[src/rtl/rv_pkg.sv]
// Shared RV32 decode constants, forwarding encodings and the branch-unit FSM
// state type, plus a helper that grades how far one source operand is from
// being forwardable.
package rv_pkg;

  // Opcodes of the control-transfer instructions resolved in ID.
  localparam logic [6:0] OP_BRANCH = 7'b1100011;
  localparam logic [6:0] OP_JALR   = 7'b1100111;
  localparam logic [6:0] OP_JAL    = 7'b1101111;

  // Conditional branch funct3 codes (010 and 011 are unused and never taken).
  localparam logic [2:0] F3_BEQ  = 3'b000;
  localparam logic [2:0] F3_BNE  = 3'b001;
  localparam logic [2:0] F3_BLT  = 3'b100;
  localparam logic [2:0] F3_BGE  = 3'b101;
  localparam logic [2:0] F3_BLTU = 3'b110;
  localparam logic [2:0] F3_BGEU = 3'b111;

  // Operand select encodings coming from the ID-stage forwarding unit.
  localparam logic [1:0] FWD_RF  = 2'b00;
  localparam logic [1:0] FWD_WB  = 2'b01;
  localparam logic [1:0] FWD_MEM = 2'b10;

  // IDLE evaluates hazards each cycle; HOLD is the second bubble of a
  // load-in-EX stall.
  typedef enum logic {
    IDLE = 1'b0,
    HOLD = 1'b1
  } state_t;

  // Number of stall cycles a single source register still needs before its
  // value can be forwarded into ID: 2 for a load in EX, 1 for an ALU result
  // in EX or a load in MEM, 0 otherwise. x0 never stalls.
  function automatic logic [1:0] src_need(
    input logic [4:0] rs,
    input logic       ex_reg_write,
    input logic       ex_mem_read,
    input logic [4:0] ex_rd,
    input logic       mem_mem_read,
    input logic [4:0] mem_rd
  );
    logic ex_hit;
    ex_hit = ex_reg_write && (ex_rd == rs);
    if (rs == 5'd0) begin
      return 2'd0;
    end else if (ex_hit && ex_mem_read) begin
      return 2'd2;
    end else if (ex_hit) begin
      return 2'd1;
    end else if (mem_mem_read && (mem_rd == rs)) begin
      return 2'd1;
    end else begin
      return 2'd0;
    end
  endfunction

endpackage

[src/rtl/id_branch_compare.sv]
// Conditional-branch condition evaluator: decides taken/not-taken from the two
// resolved operands and funct3. Purely combinational.
module id_branch_compare
  import rv_pkg::*;
#(
  parameter int XLEN = 32
) (
  input  logic [XLEN-1:0] op_a,
  input  logic [XLEN-1:0] op_b,
  input  logic [2:0]      funct3,
  output logic            taken
);

  // Select the comparison named by funct3; reserved codes fall through to 0.
  always_comb begin
    taken = 1'b0;
    case (funct3)
      F3_BEQ:  taken = (op_a == op_b);
      F3_BNE:  taken = (op_a != op_b);
      F3_BLT:  taken = ($signed(op_a) <  $signed(op_b));
      F3_BGE:  taken = ($signed(op_a) >= $signed(op_b));
      F3_BLTU: taken = (op_a <  op_b);
      F3_BGEU: taken = (op_a >= op_b);
      default: taken = 1'b0;
    endcase
  end

endmodule

[src/rtl/id_branch_unit.sv]
// Decode-stage branch resolution and hazard stall controller. Picks branch and
// JALR operands from RF / WB / MEM, resolves BRANCH, JAL and JALR in ID,
// issues redirect + IF/ID flush, stalls the front end while an operand is not
// yet forwardable, and keeps saturating branch statistics.
module id_branch_unit
  import rv_pkg::*;
#(
  parameter int XLEN  = 32,
  parameter int CNT_W = 16
) (
  input  logic             clk,
  input  logic             reset_n,
  input  logic             ID_valid,
  input  logic [6:0]       ID_opcode,
  input  logic [2:0]       ID_funct3,
  input  logic [XLEN-1:0]  ID_pc,
  input  logic [XLEN-1:0]  ID_imm,
  input  logic [4:0]       ID_rs1,
  input  logic [4:0]       ID_rs2,
  input  logic [XLEN-1:0]  RF_ReadData1,
  input  logic [XLEN-1:0]  RF_ReadData2,
  input  logic [1:0]       ForwardA,
  input  logic [1:0]       ForwardB,
  input  logic [XLEN-1:0]  MEM_ALUResult,
  input  logic [XLEN-1:0]  WB_WriteData,
  input  logic             EX_cntl_RegWrite,
  input  logic             EX_cntl_MemRead,
  input  logic [4:0]       EX_WriteRegNum,
  input  logic             MEM_cntl_MemRead,
  input  logic [4:0]       MEM_WriteRegNum,
  output logic             Stall,
  output logic             Redirect,
  output logic [XLEN-1:0]  RedirectTarget,
  output logic             Flush_IFID,
  output logic [CNT_W-1:0] BranchCount,
  output logic [CNT_W-1:0] TakenCount
);

  state_t            state;
  state_t            next_state;

  logic              is_branch;
  logic              is_jalr;
  logic              is_jal;
  logic [XLEN-1:0]   op_a;
  logic [XLEN-1:0]   op_b;
  logic [1:0]        need_a;
  logic [1:0]        need_b;
  logic [1:0]        need;
  logic              stall_raw;
  logic              active;
  logic              cond_taken;
  logic              redirect_raw;
  logic [XLEN-1:0]   jalr_sum;
  logic [XLEN-1:0]   target;
  logic              branch_resolves;

  // Instruction class; a bubble in IF/ID decodes as nothing.
  assign is_branch = ID_valid && (ID_opcode == OP_BRANCH);
  assign is_jalr   = ID_valid && (ID_opcode == OP_JALR);
  assign is_jal    = ID_valid && (ID_opcode == OP_JAL);

  // Operand A mux; the unused select code 11 reads the register file.
  always_comb begin
    // NOTE: every output of a combinational block gets a default first so
    // that no path leaves it unassigned and infers a latch.
    op_a = RF_ReadData1;
    case (ForwardA)
      FWD_RF:  op_a = RF_ReadData1;
      FWD_WB:  op_a = WB_WriteData;
      FWD_MEM: op_a = MEM_ALUResult;
      default: op_a = RF_ReadData1;
    endcase
  end

  // Operand B mux, same encoding as operand A.
  always_comb begin
    op_b = RF_ReadData2;
    case (ForwardB)
      FWD_RF:  op_b = RF_ReadData2;
      FWD_WB:  op_b = WB_WriteData;
      FWD_MEM: op_b = MEM_ALUResult;
      default: op_b = RF_ReadData2;
    endcase
  end

  // Worst-case stall demand over the sources this instruction actually reads:
  // BRANCH reads rs1 and rs2, JALR reads rs1 only, JAL reads nothing.
  assign need_a = (is_branch || is_jalr)
                ? src_need(ID_rs1, EX_cntl_RegWrite, EX_cntl_MemRead,
                           EX_WriteRegNum, MEM_cntl_MemRead, MEM_WriteRegNum)
                : 2'd0;
  assign need_b = is_branch
                ? src_need(ID_rs2, EX_cntl_RegWrite, EX_cntl_MemRead,
                           EX_WriteRegNum, MEM_cntl_MemRead, MEM_WriteRegNum)
                : 2'd0;
  assign need   = (need_a > need_b) ? need_a : need_b;

  // FSM state register; reset abandons any pending HOLD.
  always_ff @(posedge clk or negedge reset_n) begin
    // NOTE: clocked state uses non-blocking assignments so every flop samples
    // the pre-edge values regardless of statement order.
    if (!reset_n) begin
      state <= IDLE;
    end else begin
      state <= next_state;
    end
  end

  // Next state and raw stall: IDLE stalls on any hazard and moves to HOLD for
  // a load in EX; HOLD stalls unconditionally and masks everything else.
  always_comb begin
    next_state = state;
    stall_raw  = 1'b0;
    case (state)
      IDLE: begin
        stall_raw = (need != 2'd0);
        if (need == 2'd2) begin
          next_state = HOLD;
        end
      end
      HOLD: begin
        stall_raw  = 1'b1;
        next_state = IDLE;
      end
      default: begin
        next_state = IDLE;
      end
    endcase
  end

  // The instruction in ID resolves only when it is not being held back and
  // the unit is out of reset.
  assign active = reset_n && !stall_raw;

  id_branch_compare #(
    .XLEN (XLEN)
  ) u_compare (
    .op_a   (op_a),
    .op_b   (op_b),
    .funct3 (ID_funct3),
    .taken  (cond_taken)
  );

  // JALR target has bit 0 cleared; branch and JAL are PC-relative. All sums
  // wrap at XLEN bits.
  assign jalr_sum = op_a + ID_imm;
  assign target   = is_jalr ? {jalr_sum[XLEN-1:1], 1'b0} : (ID_pc + ID_imm);

  assign redirect_raw = active && ((is_branch && cond_taken) || is_jal || is_jalr);

  assign Stall          = reset_n && stall_raw;
  assign Redirect       = redirect_raw;
  assign Flush_IFID     = redirect_raw;
  assign RedirectTarget = redirect_raw ? target : '0;

  assign branch_resolves = active && is_branch;

  // Saturating statistics: every resolved conditional branch, and the taken
  // subset; both stick at all-ones.
  always_ff @(posedge clk or negedge reset_n) begin
    if (!reset_n) begin
      BranchCount <= '0;
      TakenCount  <= '0;
    end else if (branch_resolves) begin
      if (BranchCount != {CNT_W{1'b1}}) begin
        BranchCount <= BranchCount + CNT_W'(1);
      end
      if (cond_taken && (TakenCount != {CNT_W{1'b1}})) begin
        TakenCount <= TakenCount + CNT_W'(1);
      end
    end
  end

endmodule

[config.mk]
export PLATFORM = sky130hd
export DESIGN_NAME = id_branch_unit
export DESIGN_NICKNAME = d
export VERILOG_FILES = /design/src/rtl/rv_pkg.sv /design/src/rtl/id_branch_compare.sv /design/src/rtl/id_branch_unit.sv
export SDC_FILE = /design/constraint.sdc
export NUM_CORES = 1
export LEC_CHECK = 0
export ABC_AREA = 1
export BUFFER_PORTS_ARGS = -buffer_cell sky130_fd_sc_hd__clkbuf_2
export CELL_PAD_IN_SITES_DETAIL_PLACEMENT = 1
export CELL_PAD_IN_SITES_GLOBAL_PLACEMENT = 2
export CORE_ASPECT_RATIO = 1.2
export CORE_MARGIN = 2
export CORE_UTILIZATION = 24
export DETAILED_ROUTE_END_ITERATION = 16
export GPL_ROUTABILITY_DRIVEN = 0
export PLACE_DENSITY = 0.76
export SLEW_MARGIN = 25
export SYNTH_ARGS = -nofsm -noshare
export SYNTH_HDL_FRONTEND = slang
export SYNTH_SLANG_ARGS = --single-unit
[constraint.sdc]
create_clock -name clk -period 2.7 [get_ports clk]
set_input_delay 0.135 -clock clk [delete_from_list [all_inputs] [get_ports clk]]
set_output_delay 0.135 -clock clk [all_outputs]
set_load 0.02 [all_outputs]
==> flow_summary_export.csv, run 1 <==
group,metric,value,unit
setup_path,cp-endpoint,"RedirectTarget[13]",
setup_path,critPathArrivalTime,3.24,ns
setup_path,r2r_setup_slack,0.55,ns
grt,grt_util_met1,25.5,%
setup_path,start_kind,"primary input",
die,fp.dieW,179,um
setup_path,r2r_end,"TakenCount[13]$_DFFE_PN0P_",
timing,fin_hold_ws,0.212,ns
final_layout,layout-drive-gt1-share,40.8,%
power_and_ir_drop,powerDensity,322,nW/um2
timing,skew,0.00728,ns
synth,synth_most_common_cell,"nand2_1",
clocking,cts_made_buffers,5,
setup_path,r2r_start,"TakenCount[0]$_DFFE_PN0P_",
timing,relSlewSlack,61.6,%
clocking,tritoncts,"yes",
synth,ys_warn_count,0,
timing,rsz0062_at_grt,"true",
synth,synth_top_area_cell,"ha_1",
synth,synth_area_per_cell,5.98,um2
grt,grtUsageMet3,3.86,%
synth,synth_common_cells,"nand2_1, inv_1, nor2_1",
timing,fmax,0.296,GHz
synth,ys_ff_latch,33,
placement,numPortBuffers,298,
timing,tightest_slew,0.571,ns
synth,synth_cell_types,47,
route,drt-total-wl,45.7,mm
grt,grt-ovfl-total,0,
clocking,clk_latency,0.28,ns
final_layout,syn2layout_area_growth,67.9,%
route,viasPerCell,4.93,
die,die_h,215,um
synth,synth_cells,1483,
die,rows,77,
route,wire_per_inst,18.2,um
synth,ys.flop_type,"dfrtp_1",
worst_hold_path,hold_path.class,"in2async",
synth,syn_nets,1819,
timing,drv_slew,0,
timing,setup_viol,50,
die,dieArea,38500,um2
clocking,clockBufferDepth,2,
grt,grt_pass1_vias,13000,
clocking,h-tree-depth,2,
setup_path,cp-startpoint,"ForwardA[1]",
timing,setup_ws,-0.678,ns
grt,met2_usage,42.5,%
route,dr_total_vias,12400,
clocking,cts_root_buffer,"clkbuf_16",
grt,grt_antenna_before_repair,3,
setup_path,crit_path_max_fanout,7,
synth,synth-seq-area-share,9.32,%
timing,finalHoldViolations,0,
timing,period_share,125,%
placement,placedCellCount,2464,
route,drtPass1Iterations,5,
setup_path,ff2ff_path_depth,8,
run_status,violations,"setup timing",
placement,post-dp-hpwl,38.5,mm
grt,grt_max_degree,38,
final_layout,fin_cells,2507,
run_status,status,"complete, but fails checks",
final_layout,nets,2367,
clocking,clk_pin_slew_worst_paths,0.05,ns
synth,netlist_top_cells_area,"ha_1, nand2_1, dfrtp_1",
synth,netlist.area_leader.share,14.4,%
route,drt_iter0_drc,519,
setup_path,endpoint_kind,"output port",
grt,grt_usage,22.3,%
die,io-pin-count,299,
job,maxCapViolations,0,
die,coreArea,36600,um2
setup_path,critPathRequiredTime,2.57,ns
setup_path,worstSetupPathType,"in2out",
synth,synth_edf_count,0,
synth,synthArstFlopShare,100,%
timing,period_needed,3.38,ns
placement,placed_cell_area,13200,um2
route,antenna_left,0,
power_and_ir_drop,irDropWorstVdd,323,uV
grt,grt_pass1_wl,69.3,mm
grt,top_usage_layer,"met2",
power_and_ir_drop,p_leak,7.38,nW
die,start_util,24.2,%
synth,synth.cell_area,8860,um2
clocking,clock-sinks,33,
route,drc,0,
final_layout,final_area,14900,um2
==> cell families (layout without fill, tap and decap cells) <==
logic type	after synthesis	count (layout)	share of synthesized area, %
compound gates	385	385	27.4
xor+xnor	54	54	5.34
fa+ha+maj	104	104	14.9
buf+inv	255	804	11.7
flops	33	33	9.32
mux	5	5	0.565
other cells	0	1	0
simple gates	647	647	30.8
==> cell type report <==
type | instances | area (um2)
Clock buffer | 7 | 143
Fill cell | 4775 | 21700
Sequential cell | 33 | 826
Tap cell | 474 | 593
Timing Repair Buffer | 579 | 4240
Clock inverter | 1 | 30.0
Inverter | 215 | 850
Antenna cell | 1 | 2.50
Timing Repair inverter | 2 | 15.0
Multi-Input combinational cell | 1195 | 8180
==> placed cells by master (no fill, tap or decap), types with 5 or more instances in the layout <==
master / instances
o22ai_1: 12
ha_1: 70
a21oi_2: 19
buf_4: 250
nor2_4: 38
inv_2: 15
buf_8: 14
nor3_1: 24
a21oi_1: 106
inv_1: 193
a21o_1: 13
clkbuf_16: 8
nand2_2: 30
xnor2_1: 19
dfrtp_1: 33
buf_6: 24
buf_12: 21
nand3_1: 70
nand3_2: 14
nor4_1: 7
xor2_1: 35
nand2_1: 286
o2bb2ai_1: 19
o221ai_1: 8
o21a_1: 12
o21ai_0: 67
clkbuf_2: 262
o21ai_1: 31
o21ai_2: 34
mux2i_1: 5
nor2_1: 113
ha_4: 31
nand2_4: 16
nand4_1: 24
a221o_1: 28
a31oi_1: 6
o2bb2ai_2: 5
nor2_2: 16
==> repair_timing <==
| item | in CTS | in global routing |
|---|---|---|
| hold buffers | 1 | 0 |
| endpoints found under the setup margin | 50 | 66 |
| hold endpoints to repair | 1 | 0 |
| pin swaps | 29 | 66 |
| gates cloned | 6 | 2 |
| gates resized for setup | 129 | 192 |
| buffers inserted | 16 | 15 |
==> power by group <==
group	total (mW)	switching [mW]	internal (mW)
clock network	0.679	0.218	0.461
registers	0.532	0.0206	0.512
logic	3.58	1.94	1.64
total	4.79	2.18	2.61
==> worst max-delay path, cell delays in order <==
cell     delay [ns]
buf_12         0.12
ha_4           0.32
buf_16         0.16
a221o_1        0.26
o21ai_0        0.09
inv_1          0.11
ha_1           0.30
nand2_1        0.10
nor2_4         0.12
nand2_4        0.08
nor2_4         0.10
nand2_1        0.05
nand4_1        0.12
nand2_2        0.11
nand3_1        0.10
nand2_1        0.07
nor2_2         0.11
nand3_2        0.09
nand2_2        0.08
nand2_4        0.12
inv_8          0.12
buf_12         0.16
nor2_4         0.04
buf_8          0.14
==> how the worst min path moves through the flow <==
stage	startpoint	to	slack [ns]
floorplan	reset_n	BranchCount[0]$_DFFE_PN0P_	-0.16
detailed placement	reset_n	state$_DFF_PN0_	-0.04
CTS	reset_n	state$_DFF_PN0_	0.20
global placement	reset_n	state$_DFF_PN0_	-0.03
global route	reset_n	state$_DFF_PN0_	0.22
finish	reset_n	state$_DFF_PN0_	0.21
==> sequential cells by signal (all words and copies together), names as in the netlist <==
name / count
state: 1
BranchCount: 16
TakenCount: 16
==> per-stage QoR <==
stage / setup slack, ns / util (%) / total power, mW / setup TNS [ns]
detailed placement: -1.00 / 36.0 / 3.60 / -46.26
finish: -0.678 / 40.6 / 4.79 / -26.33
floorplan: -0.166 / - / 2.19 / -4.56
CTS: -0.706 / 38.5 / 4.51 / -26.35
global placement: -0.840 / 36.0 / 3.53 / -36.51
global route: -0.829 / 40.6 / 5.17 / -34.13
==> routing by layer <==
metal  wire [um]  vias up
met5          16        -
met4        1130        2
met3        2090       60
met2       23900      279
met1       18600     5888
li1            -     6137
Note: power is estimated with default switching activity, not from simulation.
==> run 2: changes to the inputs <==
--- a/config.mk
+++ b/config.mk
@@ -15,6 +15,7 @@
 export DETAILED_ROUTE_END_ITERATION = 16
 export GPL_ROUTABILITY_DRIVEN = 0
 export PLACE_DENSITY = 0.76
+export SKIP_LAST_GASP = 1
 export SLEW_MARGIN = 25
 export SYNTH_ARGS = -nofsm -noshare
 export SYNTH_HDL_FRONTEND = slang
==> flow_summary_export.csv, run 2 (synthesis results as in run 1) <==
group,metric,value,unit
worst_hold_path,hold_path.class,"in2async",
timing,period_share,123,%
timing,tightest_slew,0.572,ns
clocking,clock-sinks,33,
route,wire_per_inst,18.1,um
final_layout,nets,2364,
job,maxCapViolations,0,
setup_path,r2r_setup_slack,0.56,ns
grt,grt-ovfl-total,0,
die,rows,77,
grt,grt_usage,22.2,%
die,coreArea,36600,um2
setup_path,worstSetupPathType,"in2out",
setup_path,critPathMaxStageDelay,0.40,ns
timing,fmax,0.301,GHz
clocking,clockBufferDepth,2,
run_status,status,"complete, but fails checks",
run_status,violations,"setup timing",
final_layout,fin_cells,2504,
grt,grt_pass1_wl,69.2,mm
final_layout,syn2layout_area_growth,66.0,%
clocking,h-tree-depth,2,
power_and_ir_drop,p_total,4.68,mW
grt,grt_max_degree,38,
setup_path,ff2ff_path_depth,8,
die,dieArea,38500,um2
route,antenna_left,0,
timing,rsz0062_at_grt,"true",
setup_path,endpoint_kind,"output port",
power_and_ir_drop,p_leak,7.34,nW
timing,setup_ws,-0.622,ns
setup_path,critPathRequiredTime,2.57,ns
die,die_h,215,um
setup_path,critPathSlowestCell,"ha_4",
final_layout,final_cell_mix,"nand2_1, clkbuf_2, buf_4",
placement,placedCellCount,2464,
setup_path,critPathArrivalTime,3.19,ns
timing,relSlewSlack,61.5,%
clocking,clk_pin_slew_worst_paths,0.05,ns
grt,grt_pass1_vias,13000,
timing,drv_slew,0,
timing,skew,0.00731,ns
setup_path,r2r_start,"TakenCount[0]$_DFFE_PN0P_",
clocking,clk_latency,0.28,ns
timing,finalHoldViolations,0,
route,drt-total-wl,45.3,mm
power_and_ir_drop,irDropWorstVdd,323,uV
route,drc,0,
die,io-pin-count,299,
clocking,tritoncts,"yes",
placement,post-dp-hpwl,38.5,mm
route,dr_total_vias,12300,
final_layout,top_regs,"BranchCount x16, TakenCount x16, state x1",
power_and_ir_drop,powerDensity,318,nW/um2
clocking,cts_root_buffer,"clkbuf_16",
setup_path,crit_path_frequent_cell,"nand2_1",
route,viasPerCell,4.93,
final_layout,layout_commonest_cell,"nand2_1",
route,drt_iter0_drc,412,
setup_path,start_kind,"primary input",
clocking,cts_made_buffers,5,
die,fp.dieW,179,um
grt,grt_antenna_before_repair,3,
final_layout,layout-drive-gt1-share,39.6,%
die,start_util,24.2,%
setup_path,crit_path_max_fanout,14,
timing,period_needed,3.32,ns
route,drtPass1Iterations,5,
timing,fin_hold_ws,0.213,ns
setup_path,r2r_end,"TakenCount[13]$_DFFE_PN0P_",
timing,setup_viol,50,
placement,numPortBuffers,298,
[run 2: cell count changes in the layout (fill, tap and decap cells not counted), sizes merged]
cell    previous run  this run
buf              311       306
clkbuf           274       276
clkinv             2         1
inv              215       216
[run 2: per-stage QoR]
| stage | TNS [ns] | utilization (%) | area [um2] | setup WS (ns) |
|---|---|---|---|---|
| 6_report | -23.55 | 40.2 | 14700 | -0.622 |
| 5_1_grt | -34.86 | 40.2 | 14700 | -0.837 |
| 4_1_cts | -26.39 | 38.5 | 14100 | -0.720 |
| 3_5_place_dp | -46.26 | 36.0 | 13200 | -1.00 |
| 3_3_place_gp | -36.51 | 36.0 | 13200 | -0.840 |
| 2_1_floorplan | -4.56 | - | 9360 | -0.166 |
[run 2: area by class of cell]
type / count / area [um2]
repair inverters: 2 / 15.0
repair buffers: 576 / 4230
multi-input cells: 1195 / 8030
diodes: 1 / 2.50
flip-flops and latches: 33 / 826
clock buffers: 7 / 143
clock inverters: 1 / 30.0
inverters: 215 / 852
well taps: 474 / 593
fillers: 4800 / 21900
[run 2: worst max-delay path, delay by kind of cell]
family | cells | cell delay (ns)
adders and majority gates | 2 | 0.67
buffers and inverters | 10 | 1.03
and+or+nand+nor | 12 | 1.13
AOI/OAI and AO/OA | 2 | 0.18
[run 2: metal layers]
metal	track usage (%)	vias to the layer above	share of wire, %	wire length [um]
met5	0	-	0.035	16
met1	25.5	5817	40	18200
li1	-	6127	-	-
met4	5.37	2	2.6	1160
met2	42.3	337	52	23500
met3	3.86	66	5.2	2370
[run 2: what timing repair did]
action                                 4_1_cts  5_1_grt
buffers inserted                            16       11
gates resized for setup                    128      157
endpoints found under the hold margin        1        0
setup endpoints to repair                   50       66
cloned                                       6        3
hold buffers                                 1        0
pin swaps                                   29       44
[run 2: how the worst max path moves through the flow]
stage / startpoint / endpoint / slack [ns] / cells past startpoint
2_1_floorplan: ForwardA[1] / RedirectTarget[19] / -0.17 / 25
3_3_place_gp: ForwardA[1] / RedirectTarget[10] / -0.84 / 24
3_5_place_dp: ForwardA[1] / RedirectTarget[10] / -1.00 / 24
4_1_cts: ForwardA[0] / RedirectTarget[10] / -0.72 / 28
5_1_grt: ForwardA[1] / RedirectTarget[13] / -0.84 / 25
6_report: ForwardA[0] / RedirectTarget[10] / -0.62 / 26
[run 2: power by group]
group / total (mW) / internal (mW) / switching (mW)
clock network: 0.679 / 0.461 / 0.218
logic: 3.47 / 1.59 / 1.88
registers: 0.532 / 0.512 / 0.0205
